==> src/rtl/clk_gen_pkg.sv <==
// Shared types and helpers for the multi-channel clock-pattern generator.
// Contents: chan_cfg_t (div/high/phase), reset defaults, write legality check,
// channel-select width helper.
package clk_gen_pkg;

  localparam int unsigned CFG_W      = 8;
  localparam int unsigned DFLT_DIV   = 4;
  localparam int unsigned DFLT_HIGH  = 2;
  localparam int unsigned DFLT_PHASE = 0;

  typedef struct packed {
    logic [CFG_W-1:0] div;
    logic [CFG_W-1:0] high;
    logic [CFG_W-1:0] phase;
  } chan_cfg_t;

  // Build a channel config from integer fields (used for reset defaults).
  function automatic chan_cfg_t make_cfg(int unsigned div, int unsigned high,
                                         int unsigned phase);
    chan_cfg_t c;
    c.div   = CFG_W'(div);
    c.high  = CFG_W'(high);
    c.phase = CFG_W'(phase);
    return c;
  endfunction

  // A config is usable iff div >= 2, 1 <= high < div and phase < div.
  function automatic logic cfg_legal(chan_cfg_t cfg);
    return (cfg.div >= CFG_W'(2)) && (cfg.high != '0) &&
           (cfg.high < cfg.div) && (cfg.phase < cfg.div);
  endfunction

  // Channel-select width; at least one bit even for a single channel.
  function automatic int unsigned ch_width(int unsigned n);
    return (n > 32'd1) ? 32'($clog2(n)) : 32'd1;
  endfunction

endpackage

==> src/rtl/clk_gen_multi_if.sv <==
// Configuration/status bundle for clk_gen_multi.
// Inputs (to DUT): i_cfg_we, i_cfg_ch, i_cfg_div, i_cfg_high, i_cfg_phase.
// Outputs (from DUT): o_cfg_err, o_clk[CHANNELS], o_locked,
// and o_ce[CHANNELS] when CLKGEN_CE_EN is defined.
interface clk_gen_multi_if
  import clk_gen_pkg::*;
#(
  parameter int unsigned CHANNELS = 2,
  parameter int unsigned CNT_W    = CFG_W
);
  localparam int unsigned CH_W = ch_width(CHANNELS);

  logic                i_cfg_we;
  logic [CH_W-1:0]     i_cfg_ch;
  logic [CNT_W-1:0]    i_cfg_div;
  logic [CNT_W-1:0]    i_cfg_high;
  logic [CNT_W-1:0]    i_cfg_phase;
  logic                o_cfg_err;
  logic [CHANNELS-1:0] o_clk;
  logic                o_locked;
`ifdef CLKGEN_CE_EN
  logic [CHANNELS-1:0] o_ce;

  modport master (
    output i_cfg_we, i_cfg_ch, i_cfg_div, i_cfg_high, i_cfg_phase,
    input  o_cfg_err, o_clk, o_locked, o_ce
  );
  modport slave (
    input  i_cfg_we, i_cfg_ch, i_cfg_div, i_cfg_high, i_cfg_phase,
    output o_cfg_err, o_clk, o_locked, o_ce
  );
`else
  modport master (
    output i_cfg_we, i_cfg_ch, i_cfg_div, i_cfg_high, i_cfg_phase,
    input  o_cfg_err, o_clk, o_locked
  );
  modport slave (
    input  i_cfg_we, i_cfg_ch, i_cfg_div, i_cfg_high, i_cfg_phase,
    output o_cfg_err, o_clk, o_locked
  );
`endif

endinterface

==> src/rtl/clk_gen_chan.sv <==
// One divided-clock channel.
// Ports: i_clk, i_rst (async, active-high), cfg (div/high/phase), align
// (load start count on this edge), gap (force output low on this edge),
// o_clk (registered waveform), o_ce (registered count-zero pulse, only when
// CLKGEN_CE_EN is defined).
module clk_gen_chan
  import clk_gen_pkg::*;
(
  input  logic      i_clk,
  input  logic      i_rst,
  input  chan_cfg_t cfg,
  input  logic      align,
  input  logic      gap,
  output logic      o_clk
`ifdef CLKGEN_CE_EN
  ,
  output logic      o_ce
`endif
);

  logic [CFG_W-1:0] cnt_q;
  logic [CFG_W-1:0] cnt_nxt_c;
  logic [CFG_W-1:0] start_c;

  // Next count: start value (t=0 is -phase mod div) on align, else wrap at div-1.
  always_comb begin
    start_c   = (cfg.phase == '0) ? '0 : (cfg.div - cfg.phase);
    cnt_nxt_c = cnt_q + CFG_W'(1);
    if (align) begin
      cnt_nxt_c = start_c;
    end else if (cnt_q >= (cfg.div - CFG_W'(1))) begin
      cnt_nxt_c = '0;
    end
  end

  // Output is derived from the count being loaded, so it lines up with it.
  always_ff @(posedge i_clk or posedge i_rst) begin
    if (i_rst) begin
      cnt_q <= '0;
      o_clk <= 1'b0;
`ifdef CLKGEN_CE_EN
      o_ce  <= 1'b0;
`endif
    end else if (gap) begin
      o_clk <= 1'b0;
`ifdef CLKGEN_CE_EN
      o_ce  <= 1'b0;
`endif
    end else begin
      cnt_q <= cnt_nxt_c;
      o_clk <= (cnt_nxt_c < cfg.high);
`ifdef CLKGEN_CE_EN
      o_ce  <= (cnt_nxt_c == '0);
`endif
    end
  end

endmodule

==> src/rtl/clk_gen_multi.sv <==
// Multi-channel clock-pattern generator: config registers, write check,
// realignment of all channels, lock counter and write-error pulse.
// Ports: i_clk, i_rst (async, active-high), bus (clk_gen_multi_if.slave:
// config write in, o_cfg_err / o_clk / o_locked out).
// Optional: CLKGEN_CE_EN adds bus.o_ce, a per-channel count-zero enable.
module clk_gen_multi
  import clk_gen_pkg::*;
#(
  parameter int unsigned CHANNELS    = 2,
  parameter int unsigned CNT_W       = CFG_W,
  parameter int unsigned DEF_DIV     = DFLT_DIV,
  parameter int unsigned DEF_HIGH    = DFLT_HIGH,
  parameter int unsigned DEF_PHASE   = DFLT_PHASE,
  parameter int unsigned LOCK_CYCLES = 8
) (
  input  logic            i_clk,
  input  logic            i_rst,
  clk_gen_multi_if.slave  bus
);

  localparam int unsigned LK_W = $clog2(LOCK_CYCLES + 1);
  localparam logic [LK_W-1:0] LK_MAX = LK_W'(LOCK_CYCLES);
  localparam chan_cfg_t DEF_CFG = make_cfg(DEF_DIV, DEF_HIGH, DEF_PHASE);

  chan_cfg_t           cfg_q [CHANNELS];
  chan_cfg_t           wr_cfg_c;
  logic [CNT_W-1:0]    wr_div_c;
  logic [CNT_W-1:0]    wr_high_c;
  logic [CNT_W-1:0]    wr_phase_c;
  logic                wr_legal_c;
  logic                accept_c;
  logic                align_q;
  logic                err_q;
  logic                locked_q;
  logic [LK_W-1:0]     lock_cnt_q;
  logic [CHANNELS-1:0] clk_vec;

  // Write decode: channel in range and config self-consistent.
  always_comb begin
    wr_div_c       = bus.i_cfg_div;
    wr_high_c      = bus.i_cfg_high;
    wr_phase_c     = bus.i_cfg_phase;
    wr_cfg_c.div   = CFG_W'(wr_div_c);
    wr_cfg_c.high  = CFG_W'(wr_high_c);
    wr_cfg_c.phase = CFG_W'(wr_phase_c);
    wr_legal_c     = (32'(bus.i_cfg_ch) < CHANNELS) && cfg_legal(wr_cfg_c);
    accept_c       = bus.i_cfg_we && wr_legal_c;
  end

  // align_q resets high so the first edge after reset release is t=0.
  always_ff @(posedge i_clk or posedge i_rst) begin
    if (i_rst) begin
      for (int k = 0; k < int'(CHANNELS); k++) cfg_q[k] <= DEF_CFG;
      align_q    <= 1'b1;
      err_q      <= 1'b0;
      locked_q   <= 1'b0;
      lock_cnt_q <= '0;
    end else begin
      err_q   <= bus.i_cfg_we && !wr_legal_c;
      align_q <= accept_c;
      if (accept_c) begin
        cfg_q[bus.i_cfg_ch] <= wr_cfg_c;
        lock_cnt_q          <= '0;
        locked_q            <= 1'b0;
      end else if (lock_cnt_q != LK_MAX) begin
        lock_cnt_q <= lock_cnt_q + LK_W'(1);
        locked_q   <= (lock_cnt_q == (LK_MAX - LK_W'(1)));
      end
    end
  end

`ifdef CLKGEN_CE_EN
  logic [CHANNELS-1:0] ce_vec;
  assign bus.o_ce = ce_vec;
`endif

  // Accepted write forces a gap on every channel; the next edge reloads all.
  for (genvar k = 0; k < int'(CHANNELS); k++) begin : g_chan
    clk_gen_chan u_chan (
      .i_clk (i_clk),
      .i_rst (i_rst),
      .cfg   (cfg_q[k]),
      .align (align_q),
      .gap   (accept_c),
      .o_clk (clk_vec[k])
`ifdef CLKGEN_CE_EN
      ,
      .o_ce  (ce_vec[k])
`endif
    );
  end

  assign bus.o_clk     = clk_vec;
  assign bus.o_cfg_err = err_q;
  assign bus.o_locked  = locked_q;

endmodule
==> src/flat_wrapper.sv <==
// flat-port wrapper written by rule: the top's interface ports become plain ports
module clk_gen_multi_flat import clk_gen_pkg::*;
#(
  parameter int unsigned CHANNELS    = 2,
  parameter int unsigned CNT_W       = CFG_W,
  parameter int unsigned DEF_DIV     = DFLT_DIV,
  parameter int unsigned DEF_HIGH    = DFLT_HIGH,
  parameter int unsigned DEF_PHASE   = DFLT_PHASE,
  parameter int unsigned LOCK_CYCLES = 8
)
  (i_clk, i_rst, bus_i_cfg_we, bus_i_cfg_ch, bus_i_cfg_div, bus_i_cfg_high, bus_i_cfg_phase, bus_o_cfg_err, bus_o_clk, bus_o_locked);
  clk_gen_multi_if #(.CHANNELS(CHANNELS), .CNT_W(CNT_W)) bus_i ();
  input  logic i_clk;
  input  logic i_rst;
  input wire logic [$bits(bus_i.i_cfg_we)-1:0] bus_i_cfg_we;
  input wire logic [$bits(bus_i.i_cfg_ch)-1:0] bus_i_cfg_ch;
  input wire logic [$bits(bus_i.i_cfg_div)-1:0] bus_i_cfg_div;
  input wire logic [$bits(bus_i.i_cfg_high)-1:0] bus_i_cfg_high;
  input wire logic [$bits(bus_i.i_cfg_phase)-1:0] bus_i_cfg_phase;
  output wire logic [$bits(bus_i.o_cfg_err)-1:0] bus_o_cfg_err;
  output wire logic [$bits(bus_i.o_clk)-1:0] bus_o_clk;
  output wire logic [$bits(bus_i.o_locked)-1:0] bus_o_locked;
  assign bus_i.i_cfg_we = bus_i_cfg_we;
  assign bus_i.i_cfg_ch = bus_i_cfg_ch;
  assign bus_i.i_cfg_div = bus_i_cfg_div;
  assign bus_i.i_cfg_high = bus_i_cfg_high;
  assign bus_i.i_cfg_phase = bus_i_cfg_phase;
  assign bus_o_cfg_err = bus_i.o_cfg_err;
  assign bus_o_clk = bus_i.o_clk;
  assign bus_o_locked = bus_i.o_locked;
  clk_gen_multi #(.CHANNELS(CHANNELS), .CNT_W(CNT_W), .DEF_DIV(DEF_DIV), .DEF_HIGH(DEF_HIGH), .DEF_PHASE(DEF_PHASE), .LOCK_CYCLES(LOCK_CYCLES)) u_core (.i_clk(i_clk), .i_rst(i_rst), .bus(bus_i));
endmodule
==> config.mk <==
export PLATFORM = sky130hd
export DESIGN_NAME = clk_gen_multi_flat
export DESIGN_NICKNAME = d
export VERILOG_FILES = /design/src/rtl/clk_gen_pkg.sv /design/src/rtl/clk_gen_multi_if.sv /design/src/rtl/clk_gen_chan.sv /design/src/rtl/clk_gen_multi.sv /design/src/flat_wrapper.sv
export SDC_FILE = /design/constraint.sdc
export NUM_CORES = 1
export LEC_CHECK = 0
export BUFFER_PORTS_ARGS = -buffer_cell sky130_fd_sc_hd__buf_2
export CAP_MARGIN = 20
export CELL_PAD_IN_SITES_DETAIL_PLACEMENT = 0
export CELL_PAD_IN_SITES_GLOBAL_PLACEMENT = 1
export CORE_MARGIN = 10
export CORE_UTILIZATION = 46
export DETAILED_ROUTE_END_ITERATION = 7
export PLACE_DENSITY_LB_ADDON = 0.2
export SYNTH_ARGS = -nofsm -noshare
export SYNTH_HDL_FRONTEND = slang
export SYNTH_SLANG_ARGS = --single-unit
==> constraint.sdc <==
create_clock -name i_clk -period 3.6 [get_ports i_clk]
set_input_delay 0.54 -clock i_clk [delete_from_list [all_inputs] [get_ports i_clk]]
set_output_delay 0.54 -clock i_clk [all_outputs]
set_load 0.005 [all_outputs]
Word-level counts from Yosys, hierarchy flattened
Index checks and enable logic that the tools add are counted.
Storage, ports and cells
  register bits after elaboration: 73
  bits in latches: 0
  bits in writable memories: 0
  memory bits (read-only): 0
  input port bits: 28
  output and inout bits: 4
  logic and storage cells: 59
  memories kept: 0
Operators by class
  add/subtract/negate cells: 7
  multipliers: 0
  div/mod/pow operators: 0
  $lt $le $gt $ge: 9
  equality and inequality tests: 2
  shifts and indexed selects: 0
  mux-type cells: 15
  bitwise gates (word level): 1
  reductions and logical operators: 11
Operators by type and width (number)
  48-bit bitwise mux: 1
  8-bit 2-to-1 mux: 6
  8-bit < comparator: 4
  24-bit demux with 1-bit select: 1
  24-bit 2-to-1 mux: 1
  8-bit by 1-bit adder with 8-bit output (second input constant): 2
  8-bit >= comparator: 2
  8-bit zero test: 2
  8-bit by 1-bit subtractor with 8-bit output (second input constant): 2
  8-bit subtractor: 2
  8-bit by 2-bit >= comparator with 1-bit output (second input constant): 1
  4-bit 2-to-1 mux: 2
  8-bit nonzero test: 1
  1-bit logical AND: 6
  4-bit by 1-bit adder with 4-bit output (second input constant): 1
  4-bit by 3-bit equality test with 1-bit output (second input constant): 1
  1-bit 2-to-1 mux: 4
  4-bit != test (second input constant): 1
  2-bit >= comparator (second input constant): 1
  2-bit by 1-bit < comparator with 1-bit output (second input constant): 1
  1-bit NOT with 2-bit output: 1
  2-bit nonzero test: 1
  1-bit zero test: 1

Depth between registers and ports, before layout
Gate-level depths: netlist of run 1.
  word-level depth: 6
  gate-level depth with buffers: 17
  depth with buffers taken out: 17

Hierarchy
Synthesis of run 1 repeated with hierarchy kept, for this count alone.
Second synthesis, totals
  cells, all modules: 528
  area total of the unflattened synthesis: 5582.9 um^2
By module, submodules not included
  clk_gen_multi: times used 1, cells each 180, area an instance 2717.6 um^2, sequential area each 1382.6 um^2
  clk_gen_chan at u_core.g_chan[0].u_chan: times used 1, cells each 177, area an instance 1463.9 um^2, sequential area each 225.2 um^2
  clk_gen_chan at u_core.g_chan[1].u_chan: times used 1, cells each 171, area an instance 1401.3 um^2, sequential area each 225.2 um^2

Worst setup path after synthesis of run 1
OpenSTA, ideal clock, no wires.
  path type: reg-to-reg
  start: register u_core.cfg_q[41] in the netlist's numbering
  end: register u_core.g_chan[0].u_chan.o_clk
  setup time: 0.068 ns
  arrival: 3.199 ns
  data required time: 3.532 ns
  path slack: 0.334 ns
  stages on the path, launching flop included: 14
  clock period less this slack: 3.266 ns
  cell sequence: dfrtp_1 -> inv_1 -> ha_1 -> nand2_1 -> nor3_1 -> xnor2_1 -> ha_1 -> o2111ai_1 -> o31ai_2 -> o21ai_0 -> ha_1 -> or4b_2 -> o21ai_0 -> and4b_1
Between the ends
  cells in the longest elaborated chain, start to end: 6
  elaborated cells between the ends (all ways): 8
  classes of those cells: add/sub: 2; order compare: 2; mux: 4
RTL lines
  from (decl): RTL line clk_gen_multi.sv:25  | chan_cfg_t cfg_q [CHANNELS];
  from (signal, indexed assignment): RTL line clk_gen_multi.sv:62  | cfg_q[bus.i_cfg_ch] <= wr_cfg_c;
  8-bit by 1-bit subtractor with 8-bit output: RTL line clk_gen_chan.sv:31  | end else if (cnt_q >= (cfg.div - CFG_W'(1))) begin
  8-bit >= comparator: RTL line clk_gen_chan.sv:31
  8-bit 2-to-1 mux: RTL line clk_gen_chan.sv:31
  8-bit 2-to-1 mux (*): RTL line clk_gen_chan.sv:29  | if (align) begin
  net u_core.g_chan[0].u_chan.cnt_nxt_c[1]: RTL line clk_gen_chan.sv:22  | logic [CFG_W-1:0] cnt_nxt_c;
  8-bit < comparator (*): RTL line clk_gen_chan.sv:51  | o_clk <= (cnt_nxt_c < cfg.high);
  1-bit 2-to-1 mux (*): RTL line clk_gen_chan.sv:44  | end else if (gap) begin
  to (signal assigned): RTL line clk_gen_chan.sv:51
  to (decl): RTL line clk_gen_chan.sv:14  | output logic o_clk
The timed path passes the listed nets; every way through them passes the cells marked *.
A chain may end at the register's enable or synchronous reset.

Worst setup path after layout of run 1
  start: register u_core.cfg_q[40] in the netlist's numbering
  end: register u_core.g_chan[0].u_chan.o_clk
The elaborated chain is that of the path after synthesis.

==> results of run 1 <==
==> area by class of cell <==
class | count | area [um^2] | share of cell area [%]
clock inverter | 6 | 57.6 | 0.989
multi-input combinational | 352 | 3130 | 53.8
clock buffer | 10 | 239 | 4.10
tap | 140 | 175 | 3.01
sequential | 73 | 1830 | 31.5
inverter | 50 | 188 | 3.22
timing repair buffer | 37 | 200 | 3.44
==> flip-flops by register name, indices dropped and copies added, names as in the netlist <==
register	cells
u_core.align_q	1
u_core.bus.o_cfg_err	1
u_core.bus.o_locked	1
u_core.cfg_q	48
u_core.g_chan.u_chan.cnt_q	16
u_core.g_chan.u_chan.o_clk	2
u_core.lock_cnt_q	4
==> critical path, cell delays in order (launching register included) <==
cell       delay (ps)
dfrtp_1           400
inv_1             140
ha_1              210
nand2_1            90
nor3_1            180
xnor2_1           120
ha_1              310
o2111ai_1         180
o31ai_4           390
o22ai_1           180
ha_1              210
or4b_2            600
o21ai_0           170
and4b_1           210
==> metal layers <==
layer  part of all wire (%)  up-vias  global-route usage [%]
met5                      0        -                       0
met4                    1.9        0                    5.89
met3                    4.4       15                    3.31
met2                     43       71                    21.9
met1                     51     1802                    22.5
li1                       -     1818                       -
==> layout by cell type, fill, tap and decap left out, drive strengths merged, types with 3 or more instances in the layout <==
cell type  synthesis  final
a211oi             5      5
o21ai             19     19
dfrtp             68     68
and4               3      3
ha                64     64
xor2              15     15
mux2              61     61
nor3              10     10
nor2b              4      4
o211ai             4      4
clkbuf             0     10
buf                7     37
a211o              3      3
inv               49     49
clkinv             1      5
nand2             16     16
nor2              26     26
nand3             10     10
xnor2             23     23
dfstp              5      5
and3               3      3
a21o               6      6
o31ai              3      3
o21a               3      3
a21oi             17     17
o22ai             12     12
nand4              4      4
nand2b             7      7
nor4              11     11
==> stage by stage <==
stage	instance area (um^2)	total power, mW
global route	5820	5.02
floorplan	5190	3.09
finish	5820	4.60
global placement	5490	3.62
CTS	5790	4.59
detailed placement	5490	3.66
==> path summary, 6_finish.rpt <==
kind,end,cells past startpoint,start
min reg2reg,u_core.cfg_q[39],1,u_core.cfg_q[39]
min in group i_clk,u_core.cfg_q[25],2,bus_i_cfg_phase[1]
min,u_core.g_chan[0].u_chan.cnt_q[0],2,i_rst
max,u_core.g_chan[0].u_chan.o_clk,13,u_core.cfg_q[40]
max reg2reg,u_core.g_chan[0].u_chan.o_clk,13,u_core.cfg_q[40]
max in group asynchronous,u_core.cfg_q[9],3,i_rst
==> cell families after synthesis <==
family | after synthesis | share of synthesized area (%)
DFF | 73 | 35.3
xor gates and xnor gates | 38 | 6.41
buffers and inverters | 57 | 4.99
and+or+nand+nor | 101 | 10.9
muxes | 63 | 15.5
adders and majority gates | 66 | 16.2
AOI/OAI and AO/OA | 84 | 10.7
==> power breakdown <==
part	switching, mW	total [mW]	internal, mW
combinational	1.15	2.28	1.13
sequential	0.316	1.44	1.12
clock	0.334	0.883	0.549
==> run_results.csv, run 1 <==
group,metric,value,unit
status,status,"finished, final reports clean",
sta,setup_tns,0,ps
placed_design,hpwl,9570,um
finish,finalNonFillerCells,668,
routing,postRouteAntennaNets,0,
clocking,ctsResizeCount,0,
worst_setup_path,criticalPathCategory,"reg2reg",
placed_design,gp_congestion,0.889,
sta,layout_setup_ws,134,ps
global_route,grt_max_degree,32,
global_route,grt-ovfl-total,0,
power_and_ir_drop,peakVddDrop,0.000309,V
job,cap_viol_max_count,0,
floorplanning,die_y,126,um
floorplanning,core_area,10900,um^2
placed_design,placedCellCount,652,
global_route,grt_first_pass_wirelength,19900,um
global_route,antenna_found_initial,0,
logic_synthesis,ys_warn_count,0,
logic_synthesis,synth_area_leaders,"dfrtp_1 33%, ha_1 15%, mux2_2 7.6%",
logic_synthesis,yosysSeqAreaShare,35.3,%
clocking,cts_tree,"yes",
logic_synthesis,async_reset_ff_share,100,%
finish,area_growth,12.2,%
floorplanning,die_w,126,um
logic_synthesis,synth_area,5190,um^2
routing,drt_wl_total,12200,um
routing,route.detailed.drc,0,
sta,report.final.hold_viol_count,0,
power_and_ir_drop,p_per_area,790,nW/um^2
sta,slew_violations,0,
sta,setup_viol,0,
finish,diodes,0,
finish,fin_util,53.2,%
logic_synthesis,synthFlopType,"dfrtp_1",
sta,hold_ws,301,ps
routing,drt-vias-per-instance,5.55,
worst_setup_path,crit_required,3870,ps
logic_synthesis,yosysMostFrequentCell,"dfrtp_1",
sta,grt_setup_unrepaired,"yes",
clocking,post_cts_buffers,0,
routing,dr.pass1.iters,4,
power_and_ir_drop,leakage,2.84,nW
finish,fill_cells,1044,
clocking,cts_num_sinks,73,
clocking,clk_transition_reported_paths,60,ps
finish,drive_above_1_share,24.6,%
placed_design,pre_cts_ws,161,ps
placed_design,portBuffers,31,
logic_synthesis,syn_nets,576,
logic_synthesis,syn_inst,482,
logic_synthesis,yosys.area.top_type,"dfrtp_1",
logic_synthesis,yosys-top-cells-count,"68 x dfrtp_1, 64 x ha_1, 49 x inv_1",
sta,layout_min_cycle_time,3470,ps
logic_synthesis,avgSynthCellArea,10.8,um^2
worst_setup_path,worst_setup_path_start_kind,"flip-flop",
sta,max_slew_margin,45.9,%
logic_synthesis,synth_edf_count,0,
worst_setup_path,cp-end-kind,"flip-flop",
finish,nets,617,
logic_synthesis,yosysUniqueCellTypes,51,
routing,wire_per_inst,18.2,um
clocking,cts_buffers,9,
floorplanning,die-area,15900,um^2
sta,fin_crit_sh,96.3,%
floorplanning,rows,38,
clocking,postCtsHoldBufs,0,
worst_setup_path,reg2reg_slack,130,ps
worst_setup_path,crit_fanout,6,
clocking,ctsRootBufferMaster,"clkbuf_16",
routing,drtIter0Drc,273,
floorplanning,io_pins,32,
global_route,grt_pass1_vias,3785,
logic_synthesis,synth_top_area_share,32.8,%
sta,fmax,288,MHz
clocking,cts_max_level,3,
global_route,grt_usage,15.5,%
min_path,hold_class,"in2async",
clocking,worstSkewPairLatency,340,ps
logic_synthesis,ys_seq_elements,73,
routing,vias,3706,
floorplanning,initial_core_util,47.5,%
clocking,cts_buffer_depth,2,
sta,worstMarginPinSlew,808,ps
sta,clock_skew,5.86,ps
worst_setup_path,cp.arrival,3740,ps
No activity file was read; power rests on OpenSTA's default activity.
==> run 2, diff against run 1 <==
--- a/config.mk
+++ b/config.mk
@@ -10,7 +10,7 @@
 export CELL_PAD_IN_SITES_DETAIL_PLACEMENT = 0
 export CELL_PAD_IN_SITES_GLOBAL_PLACEMENT = 1
 export CORE_MARGIN = 10
-export CORE_UTILIZATION = 46
+export CORE_UTILIZATION = 49
 export DETAILED_ROUTE_END_ITERATION = 7
 export PLACE_DENSITY_LB_ADDON = 0.2
 export SYNTH_ARGS = -nofsm -noshare
==> run_results.csv, run 2 (same netlist as run 1, synthesis figures left out) <==
group,metric,value,unit
worst_setup_path,cp-end-kind,"flip-flop",
worst_setup_path,crit_fanout,5,
sta,clock_skew,7.43,ps
placed_design,pre_cts_ws,175,ps
sta,hold_ws,280,ps
placed_design,gp_congestion,0.872,
global_route,grt_pass1_vias,3894,
routing,drt-vias-per-instance,5.59,
worst_setup_path,worst_setup_path_start_kind,"flip-flop",
status,status,"finished, final reports clean",
clocking,worstSkewPairLatency,370,ps
floorplanning,io_pins,32,
finish,final_common_cell,"dfrtp_1",
clocking,cts_buffer_depth,2,
finish,stdcell_area,5710,um^2
power_and_ir_drop,p_per_area,764,nW/um^2
global_route,antenna_found_initial,0,
clocking,clk_transition_reported_paths,80,ps
placed_design,placedCellCount,647,
floorplanning,core_area,10300,um^2
power_and_ir_drop,leakage,2.78,nW
clocking,postCtsHoldBufs,0,
sta,setup_viol,0,
placed_design,portBuffers,31,
sta,layout_min_cycle_time,3430,ps
worst_setup_path,reg2reg_from,"u_core.cfg_q[43]",
worst_setup_path,r2r_cells,12,
sta,layout_setup_ws,174,ps
sta,max_slew_margin,50.0,%
routing,postRouteAntennaNets,0,
worst_setup_path,criticalPathCategory,"reg2reg",
floorplanning,die_w,123,um
global_route,grt_first_pass_wirelength,20300,um
finish,fin_util,55.3,%
floorplanning,die-area,15100,um^2
routing,drtIter0Drc,178,
worst_setup_path,reg2reg_slack,170,ps
finish,fill_cells,932,
worst_setup_path,r2r_end,"u_core.g_chan[0].u_chan.o_clk",
global_route,grt_usage,17.3,%
routing,dr.pass1.iters,4,
sta,fin_crit_sh,95.2,%
placed_design,hpwl,9630,um
sta,report.final.hold_viol_count,0,
finish,finalNonFillerCells,664,
power_and_ir_drop,peakVddDrop,0.000386,V
sta,fmax,292,MHz
floorplanning,die_y,123,um
clocking,cts_tree,"yes",
global_route,grt-ovfl-total,0,
worst_setup_path,crit_required,3910,ps
job,cap_viol_max_count,0,
sta,worstMarginPinSlew,746,ps
worst_setup_path,cp.arrival,3740,ps
worst_setup_path,cp_common_cell,"ha_1",
finish,diodes,0,
worst_setup_path,crit_slowest_cell,"or4b_2",
clocking,cts_num_sinks,73,
clocking,ctsRootBufferMaster,"clkbuf_8",
clocking,cts_buffers,9,
worst_setup_path,slowest_delay,600,ps
sta,setup_tns,0,ps
sta,slew_violations,0,
clocking,cts_max_level,3,
finish,reg.largest.list,"u_core.cfg_q x48, u_core.g_chan.u_chan.cnt_q x16, u_core.lock_cnt_q x4",
power_and_ir_drop,total_power,4.36,mW
routing,drt_wl_total,12200,um
floorplanning,initial_core_util,50.3,%
finish,largest_register,"u_core.cfg_q",
routing,vias,3715,
global_route,grt_max_degree,34,
floorplanning,rows,37,
finish,nets,617,
finish,largest_reg_flops,48,
finish,area_growth,9.98,%
min_path,hold_class,"in2async",
worst_setup_path,crit_chain,"nor2_1 > nand3_1 > nor4_1 > xnor2_1 > ha_1 > o2111ai_1 > o31ai_4 > o22ai_1 > ha_1 > or4b_2 > o21ai_0 > and4b_1",
finish,drive_above_1_share,24.8,%
finish,final_cell_mix,"68 x dfrtp_1, 64 x ha_1, 47 x inv_1",
routing,route.detailed.drc,0,
placed_design,dpl-instance-area,5480,um^2
routing,wire_per_inst,18.4,um
-- run 2: cell count changes in the layout (fill, tap and decap cells not counted), sizes merged --
cell	change
clkinv	-3
bufinv	-1
clkinvlp	+2
clkbuf	+2
-- run 2: worst max-delay path: cells and delay by family, from the launching register on --
kind / cells / cell delay [ps]
flip-flops: 1 / 450
adder cells (fa/ha/maj): 2 / 540
AO/OA/AOI/OAI: 4 / 920
XOR/XNOR: 1 / 110
AND/OR/NAND/NOR: 5 / 1350
-- run 2: layout make-up --
| class | count | area, um^2 | share of cell area (%) |
|---|---|---|---|
| Multi-Input combinational cell | 352 | 3130 | 54.9 |
| Sequential cell | 73 | 1830 | 32.1 |
| Timing Repair Buffer | 37 | 200 | 3.51 |
| Inverter | 50 | 188 | 3.29 |
| Tap cell | 136 | 170 | 2.98 |
| Clock buffer | 12 | 155 | 2.72 |
| Clock inverter | 4 | 27.5 | 0.482 |
-- run 2: per-layer routing --
layer | global-route usage [%] | up-vias | wire [um]
met2 | 25.6 | 72 | 5230
met4 | 5.60 | 0 | 193
met1 | 24.3 | 1816 | 6230
li1 | - | 1815 | -
met3 | 4.28 | 12 | 550
met5 | 0 | - | 0
-- run 2: how the worst max path moves through the flow --
| stage | start | endpoint | cells after the start |
|---|---|---|---|
| 3_3_place_gp | u_core.cfg_q[43] | u_core.g_chan[0].u_chan.o_clk | 12 |
| 2_1_floorplan | u_core.cfg_q[41] | u_core.g_chan[0].u_chan.o_clk | 13 |
| 4_1_cts | u_core.cfg_q[40] | u_core.g_chan[0].u_chan.o_clk | 13 |
| 3_5_place_dp | u_core.cfg_q[40] | u_core.g_chan[0].u_chan.o_clk | 13 |
| 6_report | u_core.cfg_q[43] | u_core.g_chan[0].u_chan.o_clk | 12 |
| 5_1_grt | u_core.cfg_q[40] | u_core.g_chan[0].u_chan.o_clk | 13 |
-- run 2: what timing repair did --
item / 4_1_cts / 5_1_grt
buffers inserted: 0 / 1
resized for setup: 0 / 9
setup endpoints to repair: 0 / 2
hold endpoints to repair: 0 / 0
-- run 2: power breakdown --
part	total [mW]	switching, mW	internal, mW
sequential	1.44	0.320	1.12
clock	0.608	0.322	0.287
combinational	2.32	1.17	1.15
total	4.36	1.81	2.55
